==> config.mk <==
export PLATFORM = sky130hd
export DESIGN_NAME = mips_branch_predictor
export DESIGN_NICKNAME = d
export VERILOG_FILES = /design/src/rtl/mips_branch_predictor.sv
export SDC_FILE = /design/constraint.sdc
export NUM_CORES = 2
export LEC_CHECK = 0
export BUFFER_PORTS_ARGS = -buffer_cell sky130_fd_sc_hd__buf_4
export CELL_PAD_IN_SITES_DETAIL_PLACEMENT = 1
export CELL_PAD_IN_SITES_GLOBAL_PLACEMENT = 1
export CORE_ASPECT_RATIO = 1.2
export CORE_MARGIN = 3
export CORE_UTILIZATION = 58
export DETAILED_ROUTE_END_ITERATION = 7
export PLACE_DENSITY = 0.86
export SETUP_SLACK_MARGIN = 0.2
export SLEW_MARGIN = 20
export SYNTH_ARGS = -nofsm -noshare
export SYNTH_HDL_FRONTEND = slang
export SYNTH_SLANG_ARGS = --single-unit
==> constraint.sdc <==
create_clock -name clk -period 12.95 [get_ports clk]
set_input_delay 2.59 -clock clk [delete_from_list [all_inputs] [get_ports clk]]
set_output_delay 2.59 -clock clk [all_outputs]
set_load 0.01 [all_outputs]
==> src/rtl/mips_branch_predictor.sv <==
// Fetch-stage branch predictor: direct-mapped BTB with 2-bit counters, circular
// return-address stack, and saturating branch/mispredict statistics.
module mips_branch_predictor #(
    parameter int WL        = 32,
    parameter int ENTRIES   = 16,
    parameter int RAS_DEPTH = 4,
    parameter int CNT_W     = 16
) (
    input  logic             clk,
    input  logic             clr,
    input  logic [WL-1:0]    pc_if,
    output logic             pred_taken,
    output logic [WL-1:0]    pred_next_pc,
    input  logic             upd_valid,
    input  logic [WL-1:0]    upd_pc,
    input  logic [1:0]       upd_kind,
    input  logic             upd_taken,
    input  logic [WL-1:0]    upd_target,
    input  logic             upd_pred_taken,
    input  logic [WL-1:0]    upd_pred_pc,
    output logic             mispredict,
    output logic [WL-1:0]    redirect_pc,
    output logic [CNT_W-1:0] br_count,
    output logic [CNT_W-1:0] miss_count
);
    localparam int IDX_W = $clog2(ENTRIES);
    localparam int TAG_W = WL - IDX_W - 2;
    localparam int RAS_W = $clog2(RAS_DEPTH);

    localparam logic [1:0] K_BR  = 2'b00;
    localparam logic [1:0] K_CAL = 2'b10;
    localparam logic [1:0] K_RET = 2'b11;

    logic             r_valid  [ENTRIES];
    logic [1:0]       r_ctr    [ENTRIES];
    logic [TAG_W-1:0] r_tag    [ENTRIES];
    logic [WL-1:0]    r_target [ENTRIES];
    logic [1:0]       r_kind   [ENTRIES];

    logic [WL-1:0]    r_ras [RAS_DEPTH];
    logic [RAS_W-1:0] r_ras_top;
    logic [RAS_W:0]   r_ras_cnt;

    logic [CNT_W-1:0] r_br_count;
    logic [CNT_W-1:0] r_miss_count;

    logic [IDX_W-1:0] w_lk_idx;
    logic [TAG_W-1:0] w_lk_tag;
    logic             w_lk_hit;
    logic [WL-1:0]    w_pc_if_inc;

    logic             w_upd_en;
    logic [IDX_W-1:0] w_up_idx;
    logic [TAG_W-1:0] w_up_tag;
    logic             w_up_hit;
    logic [WL-1:0]    w_upd_pc_inc;
    logic [1:0]       w_ctr_next;
    logic             w_ras_empty;
    logic             w_ras_full;
    logic [RAS_W-1:0] w_ras_push_slot;
    logic             w_mispredict;

    // Lookup path: purely combinational from registered state, no update bypass.
    assign w_lk_idx    = pc_if[IDX_W+1:2];
    assign w_lk_tag    = pc_if[WL-1:IDX_W+2];
    assign w_lk_hit    = r_valid[w_lk_idx] && (r_tag[w_lk_idx] == w_lk_tag);
    assign w_pc_if_inc = pc_if + WL'(4);
    assign w_ras_empty = (r_ras_cnt == '0);
    assign w_ras_full  = (r_ras_cnt == (RAS_W+1)'(RAS_DEPTH));

    always_comb begin
        pred_taken   = 1'b0;
        pred_next_pc = w_pc_if_inc;
        if (w_lk_hit) begin
            case (r_kind[w_lk_idx])
                K_BR: begin
                    if (r_ctr[w_lk_idx][1]) begin
                        pred_taken   = 1'b1;
                        pred_next_pc = r_target[w_lk_idx];
                    end
                end
                K_RET: begin
                    if (!w_ras_empty) begin
                        pred_taken   = 1'b1;
                        pred_next_pc = r_ras[r_ras_top];
                    end
                end
                default: begin
                    pred_taken   = 1'b1;
                    pred_next_pc = r_target[w_lk_idx];
                end
            endcase
        end
    end

    assign w_upd_en     = upd_valid && !clr;
    assign w_up_idx     = upd_pc[IDX_W+1:2];
    assign w_up_tag     = upd_pc[WL-1:IDX_W+2];
    assign w_up_hit     = r_valid[w_up_idx] && (r_tag[w_up_idx] == w_up_tag);
    assign w_upd_pc_inc = upd_pc + WL'(4);

    always_comb begin
        w_ctr_next = r_ctr[w_up_idx];
        if (!w_up_hit) begin
            w_ctr_next = upd_taken ? 2'b10 : 2'b01;
        end else if (upd_taken) begin
            if (r_ctr[w_up_idx] != 2'b11) w_ctr_next = r_ctr[w_up_idx] + 2'b01;
        end else begin
            if (r_ctr[w_up_idx] != 2'b00) w_ctr_next = r_ctr[w_up_idx] - 2'b01;
        end
        if (upd_kind != K_BR) w_ctr_next = 2'b11;
    end

    always_ff @(posedge clk) begin
        if (clr) begin
            for (int i = 0; i < ENTRIES; i++) begin
                r_valid[i] <= 1'b0;
                r_ctr[i]   <= 2'b01;
            end
        end else if (w_upd_en) begin
            r_valid[w_up_idx] <= 1'b1;
            r_ctr[w_up_idx]   <= w_ctr_next;
        end
    end

    // Not-taken hits keep the old target so a loop exit does not lose it.
    always_ff @(posedge clk) begin
        if (w_upd_en) begin
            r_tag[w_up_idx]  <= w_up_tag;
            r_kind[w_up_idx] <= upd_kind;
            if (!w_up_hit || upd_taken) r_target[w_up_idx] <= upd_target;
        end
    end

    assign w_ras_push_slot = r_ras_top + RAS_W'(1);

    // A push onto a full stack lands on the oldest slot since the buffer is circular.
    always_ff @(posedge clk) begin
        if (clr) begin
            r_ras_top <= '0;
            r_ras_cnt <= '0;
        end else if (w_upd_en && upd_kind == K_CAL) begin
            r_ras_top <= w_ras_push_slot;
            if (!w_ras_full) r_ras_cnt <= r_ras_cnt + (RAS_W+1)'(1);
        end else if (w_upd_en && upd_kind == K_RET && !w_ras_empty) begin
            r_ras_top <= r_ras_top - RAS_W'(1);
            r_ras_cnt <= r_ras_cnt - (RAS_W+1)'(1);
        end
    end

    always_ff @(posedge clk) begin
        if (w_upd_en && upd_kind == K_CAL) r_ras[w_ras_push_slot] <= w_upd_pc_inc;
    end

    assign redirect_pc  = upd_taken ? upd_target : w_upd_pc_inc;
    assign w_mispredict = w_upd_en &&
                          ((upd_pred_taken != upd_taken) || (upd_pred_pc != redirect_pc));
    assign mispredict   = w_mispredict;

    always_ff @(posedge clk) begin
        if (clr) begin
            r_br_count   <= '0;
            r_miss_count <= '0;
        end else begin
            if (w_upd_en && r_br_count != '1)     r_br_count   <= r_br_count + CNT_W'(1);
            if (w_mispredict && r_miss_count != '1) r_miss_count <= r_miss_count + CNT_W'(1);
        end
    end

    assign br_count   = r_br_count;
    assign miss_count = r_miss_count;

endmodule

==> flow_summary.json <==
{
  "status": "complete, no violations",
  "setup_viol": 0,
  "multi_input_area_sq_um": 17700,
  "hold_path_end": "r_valid[4]$_DFF_P_",
  "clock_latency_ps": 710,
  "hold_path_class": "register to register",
  "fin_crit_sh_pct": 81.7,
  "finalMaxSlewViolations": 0,
  "grt_util_all_layers_pct": 38.7,
  "synth_nets": 3208,
  "synthAdderAreaFrac_pct": 0.341,
  "routed_wl_mm": 186,
  "final_nets": 3423,
  "synth-xor-area-share_pct": 2.50,
  "cts_tree": "built",
  "drtPass1Iterations": 6,
  "ant_nets": 0,
  "die_area_sq_um": 96200,
  "finalCriticalPeriod_ps": 10580,
  "critPathTopFamily": "simple AND/OR/NAND/NOR gates",
  "crit_chain": "buf_8 -> buf_4 -> mux4_2 -> mux4_2 -> xnor2_1 -> nand3_1 -> nor4_1 -> and4_1 -> o21a_1 -> o21ai_0 -> buf_4",
  "port_buffers": 232,
  "reg2reg_slack_ps": 8230,
  "ios": 233,
  "powerDensity_nw_per_um2": 141,
  "syn_inst": 3059,
  "critical_path_class": "input port to primary output",
  "wl_per_cell_um": 40.3,
  "drive_gt1_share_pct": 29.4,
  "peakVddDrop_mv": 0.137,
  "clkTransAtPathRegs_ps": 60,
  "r2r_cells": 10,
  "die_w_um": 284,
  "ctsHoldBuffers": 0,
  "finClkSkew_ps": 38.0,
  "synthArstFlopShare_pct": 0,
  "hold_start": "r_valid[4]$_DFF_P_",
  "synthMuxAreaShare_pct": 20.3,
  "synth-simple-area-share_pct": 5.49,
  "crit_fanout": 97,
  "path_buf_inv": 3,
  "overflow": 0,
  "htreeDepth": 3,
  "leakagePower_nw": 20.1,
  "synth_warnings": 0,
  "cts_resized": 0,
  "postPlaceCellArea_sq_um": 56600,
  "place.gp.congestion": 0.973,
  "route.detailed.drc": 0,
  "clock_sinks": 1175,
  "regToRegStartpoint": "r_tag[6][17]$_DFFE_PP_",
  "worst_slew_pin_slew_ps": 1270,
  "cp_slowest_cell": "and4_1",
  "cts_setup_buffers": 0,
  "area_delta_synth_final_pct": 12.8,
  "cts.path.max_buffers": 3,
  "synth_ff_type": "edfxtp_1",
  "synth.avg_cell_area_sq_um": 17.5,
  "finalSetupTns_ps": 0,
  "fmax_mhz": 94.5,
  "synth_area_sq_um": 53600,
  "cp-end-kind": "primary output",
  "regArea_sq_um": 34700,
  "ys_ff_latch": 1175,
  "detailroute.via_count": 34200,
  "hold_path_depth": 1,
  "hold_violations": 0,
  "fin_area_sq_um": 60500,
  "rsz0062_at_grt": "false",
  "arrival_ps": 8000,
  "synth_compound_area_share_pct": 4.09,
  "synth-edff-count": 1120,
  "grt_pass1_wl_mm": 264,
  "hpwl_mm": 116,
  "synth_seq_area_share_pct": 64.8,
  "reg2reg_to": "r_target[2][18]$_DFFE_PP_",
  "maxCapViolCount": 0,
  "die_height_um": 339,
  "placementRows": 121,
  "start_kind": "input port",
  "initialDrtViolationCount": 5762,
  "relSlewSlack_pct": 14.5,
  "hold_slack_ps": 480,
  "antenna_found_initial": 17,
  "root_buffer": "clkbuf_16",
  "yosysUniqueCellTypes": 96,
  "nFillCells": 7700,
  "grt_max_degree": 99,
  "vias_per_cell": 7.40,
  "grt_pass1_vias": 35500,
  "numCtsBuffers": 114,
  "core_sq_um": 91100,
  "critPathMaxStageDelay_ps": 1060,
  "synth_top_family_by_area": "multiplexers",
  "initial_core_util_pct": 58.8,
  "worstPathRequired_ps": 10360
}
==> cells in the mapped netlist, types with 18 or more instances <==
cell type	n	share of area (%)
buf_4	19	0.27
a22o_1	31	0.51
dfxtp_1	55	2.1
xnor2_1	97	1.6
nor2_1	93	0.65
buf_2	45	0.42
inv_1	93	0.65
mux2_2	43	0.90
nand4_1	34	0.40
clkbuf_1	97	0.68
xor2_1	49	0.80
nand2_1	132	0.92
a21o_1	18	0.25
and3_1	28	0.33
mux2i_1	83	1.5
nand3_1	88	0.82
nor2b_1	19	0.22
a21oi_1	45	0.42
buf_1	22	0.15
nor3_1	55	0.51
o21ai_0	63	0.59
mux4_2	424	18
edfxtp_1	1120	63
==> per-layer routing <==
layer,vias up,wire length (um),track usage [%]
li1,12900,-,-
met1,17700,60800,48.2
met2,2839,91300,63.2
met3,666,20100,7.83
met4,8,13600,23.7
met5,-,50,0
==> cell type report <==
type	instances	share of cell area [%]
Antenna cell	13	0.0538
Clock buffer	131	4.91
Clock inverter	83	1.45
Inverter	97	0.606
Multi-Input combinational cell	1591	29.3
Sequential cell	1175	57.4
Tap cell	1230	2.54
Timing Repair Buffer	295	3.74
==> how the worst max path moves through the flow <==
stage,to,depth (start not counted),startpoint
global route,pred_next_pc[4],11,pc_if[3]
floorplan,pred_next_pc[16],17,pc_if[2]
detailed placement,pred_next_pc[30],11,pc_if[3]
finish,pred_next_pc[4],11,pc_if[3]
global placement,pred_next_pc[30],10,pc_if[3]
CTS,pred_next_pc[4],11,pc_if[3]
==> report_power, final <==
part           switching, mW  internal (mW)
Sequential            0.0223           4.21
Combinational          0.511          0.297
Clock                   1.50           1.97
==> state kept, by name (all words and copies together), names as in the netlist, named ones only <==
signal      cells
r_valid        16
r_tag         416
r_target      512
miss_count     16
r_ras_cnt       3
r_ras         128
r_ctr          32
r_ras_top       2
r_kind         32
br_count       16
==> logic make-up (layout without fill, tap and decap cells) <==
group	count (synthesis)	after routing
compound gates	310	310
mux	552	552
other cells	0	13
simple gates	566	566
xor+xnor	149	149
buf+inv	293	606
fa+ha+maj	14	14
flops	1175	1175
==> per-stage QoR <==
stage               worst slack, ps  cells  power [mW]  util (%)
floorplan                      3780   3059        4.74         -
global placement               2880   4388        5.05      62.1
detailed placement             2600   4388        5.09      62.1
CTS                            2520   4602        8.50      66.3
global route                   2400   4607        8.70      66.3
finish                         2370   4615        8.50      66.4
==> layout by cell type (no fill, tap or decap), drive strengths merged, types with 37 or more instances in the layout <==
cell type	count
nand2	132
edfxtp	1120
nor2	93
mux4	424
mux2i	84
clkinv	54
mux2	44
nand4	37
a21oi	45
o21ai	67
dfxtp	55
clkbuf	131
nand3	88
inv	101
nor3	55
xnor2	98
buf	295
xor2	49
Power figures use the tool's default switching activity.
